[src/rtl/uc_pkg.sv]
// Shared definitions for the uc micro-sequencer: opcode fields, ALU operation
// codes, skip condition codes, FSM state encoding and the decoded control bundle.
package uc_pkg;

    // FSM states of the sequencer
    typedef enum logic [1:0] {
        FETCH = 2'b00,
        EXEC  = 2'b01,
        SKIP  = 2'b10,
        HALT  = 2'b11
    } state_t;

    // ALU operation codes
    localparam logic [2:0] ALU_PASS = 3'b000;
    localparam logic [2:0] ALU_ADD  = 3'b010;
    localparam logic [2:0] ALU_SUB  = 3'b011;

    // Opcode field prefixes
    localparam logic [1:0] OP_LI_PFX   = 2'b00;       // 00xxxx
    localparam logic [1:0] OP_ALU_PFX  = 2'b01;       // 01ooox
    localparam logic [5:0] OP_JUMP     = 6'b100000;   // 100000
    localparam logic [3:0] OP_SKIP_PFX = 4'b1001;     // 1001cc
    localparam logic [2:0] OP_NOP_PFX  = 3'b101;      // 101xxx

    // Skip condition codes (Opcode[1:0] of a skip)
    localparam logic [1:0] CC_EQ = 2'b00;
    localparam logic [1:0] CC_NE = 2'b01;
    localparam logic [1:0] CC_GT = 2'b10;
    localparam logic [1:0] CC_LT = 2'b11;

    // Control bundle produced by the decoder for the EXEC cycle
    typedef struct packed {
        logic       s_inc;
        logic       s_inm;
        logic       we;
        logic [2:0] alu_op;
        logic       is_skip;
        logic       reserved;
    } ctrl_t;

    // Evaluate a skip condition from the ALU flags (carry = borrow on subtract)
    function automatic logic skip_cond(input logic [1:0] cc, input logic zero, input logic carry);
        logic res;
        case (cc)
            CC_EQ:   res = zero;
            CC_NE:   res = !zero;
            CC_GT:   res = !zero && !carry;
            default: res = carry;
        endcase
        return res;
    endfunction

endpackage

[src/rtl/uc_decode.sv]
// Combinational opcode decoder for uc. Reserved opcodes decode to nop controls
// with the reserved flag raised; the top decides whether that flag traps.
module uc_decode
    import uc_pkg::*;
(
    input  logic [5:0] opcode,
    input  logic       zero,
    input  logic       carry,
    output ctrl_t      ctrl,
    output logic       cond
);

    // Map the opcode onto the control bundle
    always_comb begin
        // NOTE: every output gets a default before the decode so no path leaves it unassigned (no latch).
        ctrl          = '0;
        ctrl.s_inc    = 1'b1;
        ctrl.alu_op   = ALU_PASS;
        if (opcode[5:4] == OP_LI_PFX) begin
            ctrl.s_inm = 1'b1;
            ctrl.we    = 1'b1;
        end else if (opcode[5:4] == OP_ALU_PFX) begin
            ctrl.alu_op = opcode[3:1];
            ctrl.we     = 1'b1;
        end else if (opcode == OP_JUMP) begin
            ctrl.s_inc = 1'b0;
        end else if (opcode[5:2] == OP_SKIP_PFX) begin
            ctrl.is_skip = 1'b1;
            ctrl.alu_op  = ALU_SUB;
        end else if (opcode[5:3] == OP_NOP_PFX) begin
            ctrl.s_inc = 1'b1;
        end else begin
            ctrl.reserved = 1'b1;
        end
    end

    // Skip condition from the low opcode bits and the current ALU flags
    always_comb begin
        cond = skip_cond(opcode[1:0], zero, carry);
    end

endmodule

[src/rtl/uc.sv]
// uc: multi-cycle control unit. FETCH loads the instruction register, EXEC
// drives decoded controls, SKIP applies a captured skip condition to the PC.
// Optional build macro UC_ILLEGAL_TRAP_EN: reserved opcodes halt the unit
// until reset; without it they execute as nop and halted is tied low.
module uc
    import uc_pkg::*;
#(
    parameter int CNT_W = 16
) (
    input  logic             clk,
    input  logic             reset,
    input  logic [5:0]       Opcode,
    input  logic             zero,
    input  logic             carry,
    output logic             ir_we,
    output logic             pc_we,
    output logic             s_inc,
    output logic             s_skip,
    output logic             s_inm,
    output logic             we,
    output logic [2:0]       ALUOp,
    output logic             halted,
    output logic [CNT_W-1:0] retired
);

    state_t state_q;
    state_t state_d;
    logic   cond_q;
    ctrl_t  ctrl;
    logic   cond;
    logic   trap;
    logic   retire;

    uc_decode u_decode (
        .opcode (Opcode),
        .zero   (zero),
        .carry  (carry),
        .ctrl   (ctrl),
        .cond   (cond)
    );

`ifdef UC_ILLEGAL_TRAP_EN
    assign trap   = ctrl.reserved;
    assign halted = (state_q == HALT);
`else
    // Reserved opcodes run as nop here, so the flag is intentionally unused.
    logic unused_reserved;
    assign unused_reserved = ctrl.reserved;
    assign trap   = 1'b0;
    assign halted = 1'b0;
`endif

    // State register
    always_ff @(posedge clk or negedge reset) begin
        // NOTE: sequential state uses non-blocking assignments so all registers update together.
        if (!reset) state_q <= FETCH;
        else        state_q <= state_d;
    end

    // Next-state logic
    always_comb begin
        state_d = state_q;
        case (state_q)
            FETCH:   state_d = EXEC;
            EXEC: begin
                if (trap)              state_d = HALT;
                else if (ctrl.is_skip) state_d = SKIP;
                else                   state_d = FETCH;
            end
            SKIP:    state_d = FETCH;
            default: state_d = HALT;
        endcase
    end

    // Capture the skip condition at the end of a skip's EXEC cycle; flags are ignored otherwise
    always_ff @(posedge clk or negedge reset) begin
        if (!reset)                                  cond_q <= 1'b0;
        else if (state_q == EXEC && ctrl.is_skip)    cond_q <= cond;
    end

    // An instruction retires when EXEC returns to FETCH or when SKIP completes
    assign retire = (state_q == EXEC && state_d == FETCH) || (state_q == SKIP);

    // Retired-instruction counter, wraps naturally at all-ones
    always_ff @(posedge clk or negedge reset) begin
        if (!reset)      retired <= '0;
        else if (retire) retired <= retired + CNT_W'(1);
    end

    // Output decode per state
    always_comb begin
        ir_we  = 1'b0;
        pc_we  = 1'b0;
        s_inc  = 1'b1;
        s_skip = 1'b0;
        s_inm  = 1'b0;
        we     = 1'b0;
        ALUOp  = ALU_PASS;
        case (state_q)
            // reset is low only while held in reset; ir_we stays off until release
            FETCH: ir_we = reset;
            EXEC: begin
                if (trap) begin
                    pc_we = 1'b0;
                end else if (ctrl.is_skip) begin
                    ALUOp = ctrl.alu_op;
                end else begin
                    pc_we = 1'b1;
                    s_inc = ctrl.s_inc;
                    s_inm = ctrl.s_inm;
                    we    = ctrl.we;
                    ALUOp = ctrl.alu_op;
                end
            end
            SKIP: begin
                pc_we  = 1'b1;
                s_skip = cond_q;
            end
            default: begin
                pc_we = 1'b0;
            end
        endcase
    end

endmodule
[config.mk]
export PLATFORM = sky130hd
export DESIGN_NAME = uc
export DESIGN_NICKNAME = d
export VERILOG_FILES = /design/src/rtl/uc_pkg.sv /design/src/rtl/uc_decode.sv /design/src/rtl/uc.sv
export SDC_FILE = /design/constraint.sdc
export NUM_CORES = 1
export LEC_CHECK = 0
export CORE_MARGIN = 5
export CORE_UTILIZATION = 44
export CTS_CLUSTER_DIAMETER = 120
export DETAILED_ROUTE_END_ITERATION = 8
export PLACE_DENSITY = 0.78
export SYNTH_ARGS = -nofsm -noshare
export SYNTH_HDL_FRONTEND = slang
export SYNTH_SLANG_ARGS = --single-unit
[constraint.sdc]
create_clock -name clk -period 2.15 [get_ports clk]
set_input_delay 0.215 -clock clk [delete_from_list [all_inputs] [get_ports clk]]
set_output_delay 0.215 -clock clk [all_outputs]
set_load 0.05 [all_outputs]
==> key figures <==
Detailed routing
  – Vias/cell: 5.33
  – DRC Markers: 0
  – DRT Pass-1 Iters: 2
  – DRT antenna net count: 0
  – 1st-iter DRT viols: 5
  – Post-Route WL: 2320 um
  – Vias after detailed routing: 896
  – Wire per inst: 13.8 um

Finish
  – Multi-input logic area: 566 um^2
  – Fin util: 0.675
  – Inserted Diodes: 0
  – Area growth syn-to-layout: 43.7%
  – Layout Nets: 156
  – Reg area: 475 um^2
  – Layout fillers: 201
  – Fraction of layout cells with a size suffix above 1: 0.157

GRT
  – GR Overflow Total: 0
  – Global route hottest layer: met2
  – Met2 Use GR: 0.267
  – Initial antenna violation count: 0
  – Number of global-route vias before repair: 904
  – Met3 Resource Use GR: 0.0458
  – GRT Total Usage: 0.150
  – Global-route wire length before repair: 4060 um
  – Largest net degree at the start of global routing: 20
  – M1 GR Usage: 0.167

Place
  – Count of input and output buffers: 34
  – Placer Congestion: 0.744
  – Hpwl dp: 1930 um

Critical path
  – Top fanout value on the critical path: 6
  – Arrival time worst endpoint: 1.83 ns
  – Slowest CP cell: dfrtp_1
  – Critical path required time: 1.93 ns
  – Worst setup EP type: primary output
  – Critical path's largest stage delay: 0.42 ns
  – Crit path cell chain: inv_1 > ha_1 > nand3_1 > or4_1 > buf_4
  – Setup crit start kind: register
  – CP Class: reg -> out

Yosys
  – Post-Syn Area: 0.00106 mm^2
  – Synthesized net count: 117
  – Synth unique cells: 30
  – Cells after synthesis: 102
  – Synth Flop Type: dfrtp_1
  – Yosys reg bits: 19
  – Async SR Flop Fraction: 1.00
  – Top post-synthesis cells by area: dfrtp_1, xnor2_1, ha_1, nand4_1, xor2_1
  – Post-synth EDFFs: 0
  – Sequential cell area fraction in the yosys report: 0.449
  – Cell with the most instances after synthesis: dfrtp_1
  – Synth top area share: 0.449
  – Commonest cells in the netlist: dfrtp_1, xnor2_1, nand2_1
  – Avg Cell Area, Syn: 10.4 um^2
  – Dominant cell type by area after synthesis: dfrtp_1
  – Synth Warn #: 0

Timing
  – Actual slew at the worst max-slew pin: 0.518 ns
  – Fmax: 488 MHz
  – Max-slew headroom: 0.654
  – Final min period: 2.05 ns
  – Crit share post-route: 0.952
  – RSZ-0062 raised after global routing: false
  – Final setup violation count: 0
  – Hold Fails Final Rpt: 0
  – Max-slew violation count: 0
  – Setup_tns: 0 ns
  – Clock skew: 0.00433 ns

CTS
  – Worst-path clk slew: 0.11 ns
  – CTS tree: done
  – Buffer count from post-CTS setup fixing: 0
  – Clock root cell: clkbuf_4
  – Total CTS buffers: 3
  – Max clock buf depth: 2
  – Skew-Pair Late Insertion Delay: 0.29 ns
  – Hold_buf cts: 0
  – Clock H-tree levels: 1
  – Post-CTS sizing: 0
  – Clock Sinks: 19

Die
  – Die W: 59.1 um
  – Initial Util: 0.469
  – Die height: 59.1 um
  – Area of the core: 0.00225 mm^2
  – Die footprint: 0.00349 mm^2
  – Row count: 17
  – I/O Pins: 36

Status
  – Status: finished clean

Power and ir drop
  – Max VDD drop: 727 uV
  – PD cells: 1060 mW/mm^2
  – Leak: 0.649 nW

Hold path
  – Worst min-delay path class: in -> async

Flow run
  – Max capacitance violation total: 0
placed cells by master (no fill, tap or decap), types with 4 or more instances in the layout:
| cell | count |
|---|---|
| clkdlybuf4s50_1 | 25 |
| dfrtp_1 | 19 |
| xnor2_1 | 11 |
| nand2_1 | 9 |
| nand3_1 | 8 |
| nor2_1 | 7 |
| nand4_1 | 7 |
| buf_12 | 6 |
| inv_1 | 5 |
| xor2_1 | 5 |
| ha_1 | 5 |
| buf_4 | 4 |
where the power goes:
part	switching, W	internal [W]	leakage [nW]
logic	0.000552	0.000356	0.388
clock network	0.000106	0.0000721	0.0150
registers	0.0000948	0.000432	0.246
worst paths after layout:
check	from	to	slack, ns	depth (start not counted)
max	state_q[1]	s_inc	0.10	5
min	reset	retired[10]	0.28	2
max reg2reg	state_q[0]	retired[15]	0.45	6
min reg2reg	retired[15]	retired[15]	0.49	1
max in group asynchronous	reset	retired[0]	1.66	2
min in group clk	retired[15]	retired[15]	0.49	1
critical path, delay by kind of cell (launching register included):
family	cells	cell delay, ns
buf+inv	2	0.29
simple gates	2	0.56
fa+ha+maj	1	0.26
flops	1	0.42
through the flow:
stage / power [W] / std cells / worst slack [ns] / hold slack, ns / area [um^2]
global route: 0.00171 / 168 / 0.00693 / 0.308 / 1520
finish: 0.00161 / 168 / 0.102 / 0.279 / 1520
global placement: 0.00142 / 164 / 0.347 / 0.461 / 1500
floorplan: 0.00110 / 102 / 0.0634 / -0.0806 / 1070
CTS: 0.00163 / 168 / 0.112 / 0.288 / 1520
detailed placement: 0.00145 / 164 / 0.326 / 0.475 / 1500
metal layers:
metal  vias up  part of all wire
li1        433                 -
met1       431              0.40
met2        30              0.51
met3         2             0.081
met4         0             0.010
met5         -                 0
state kept, by name, indices dropped and copies added (netlist names):
signal / count
retired: 16
state_q: 2
cond_q: 1
cell type report:
class	instances	area share
Multi-Input combinational cell	77	0.372
Sequential cell	19	0.312
Timing Repair Buffer	35	0.263
Tap cell	28	0.0230
Clock buffer	4	0.0173
Inverter	5	0.0123
logic make-up (layout without fill, tap and decap cells):
logic type,after synthesis,count (layout),synth area share
and+or+nand+nor,47,47,0.262
DFF,19,19,0.449
xor gates and xnor gates,16,16,0.132
AOI/OAI and AO/OA,7,7,0.0579
buffers and inverters,6,44,0.0248
adders and majority gates,5,5,0.0591
other,1,1,0.00354
muxes,1,1,0.0106
Power figures use the tool's default switching activity.
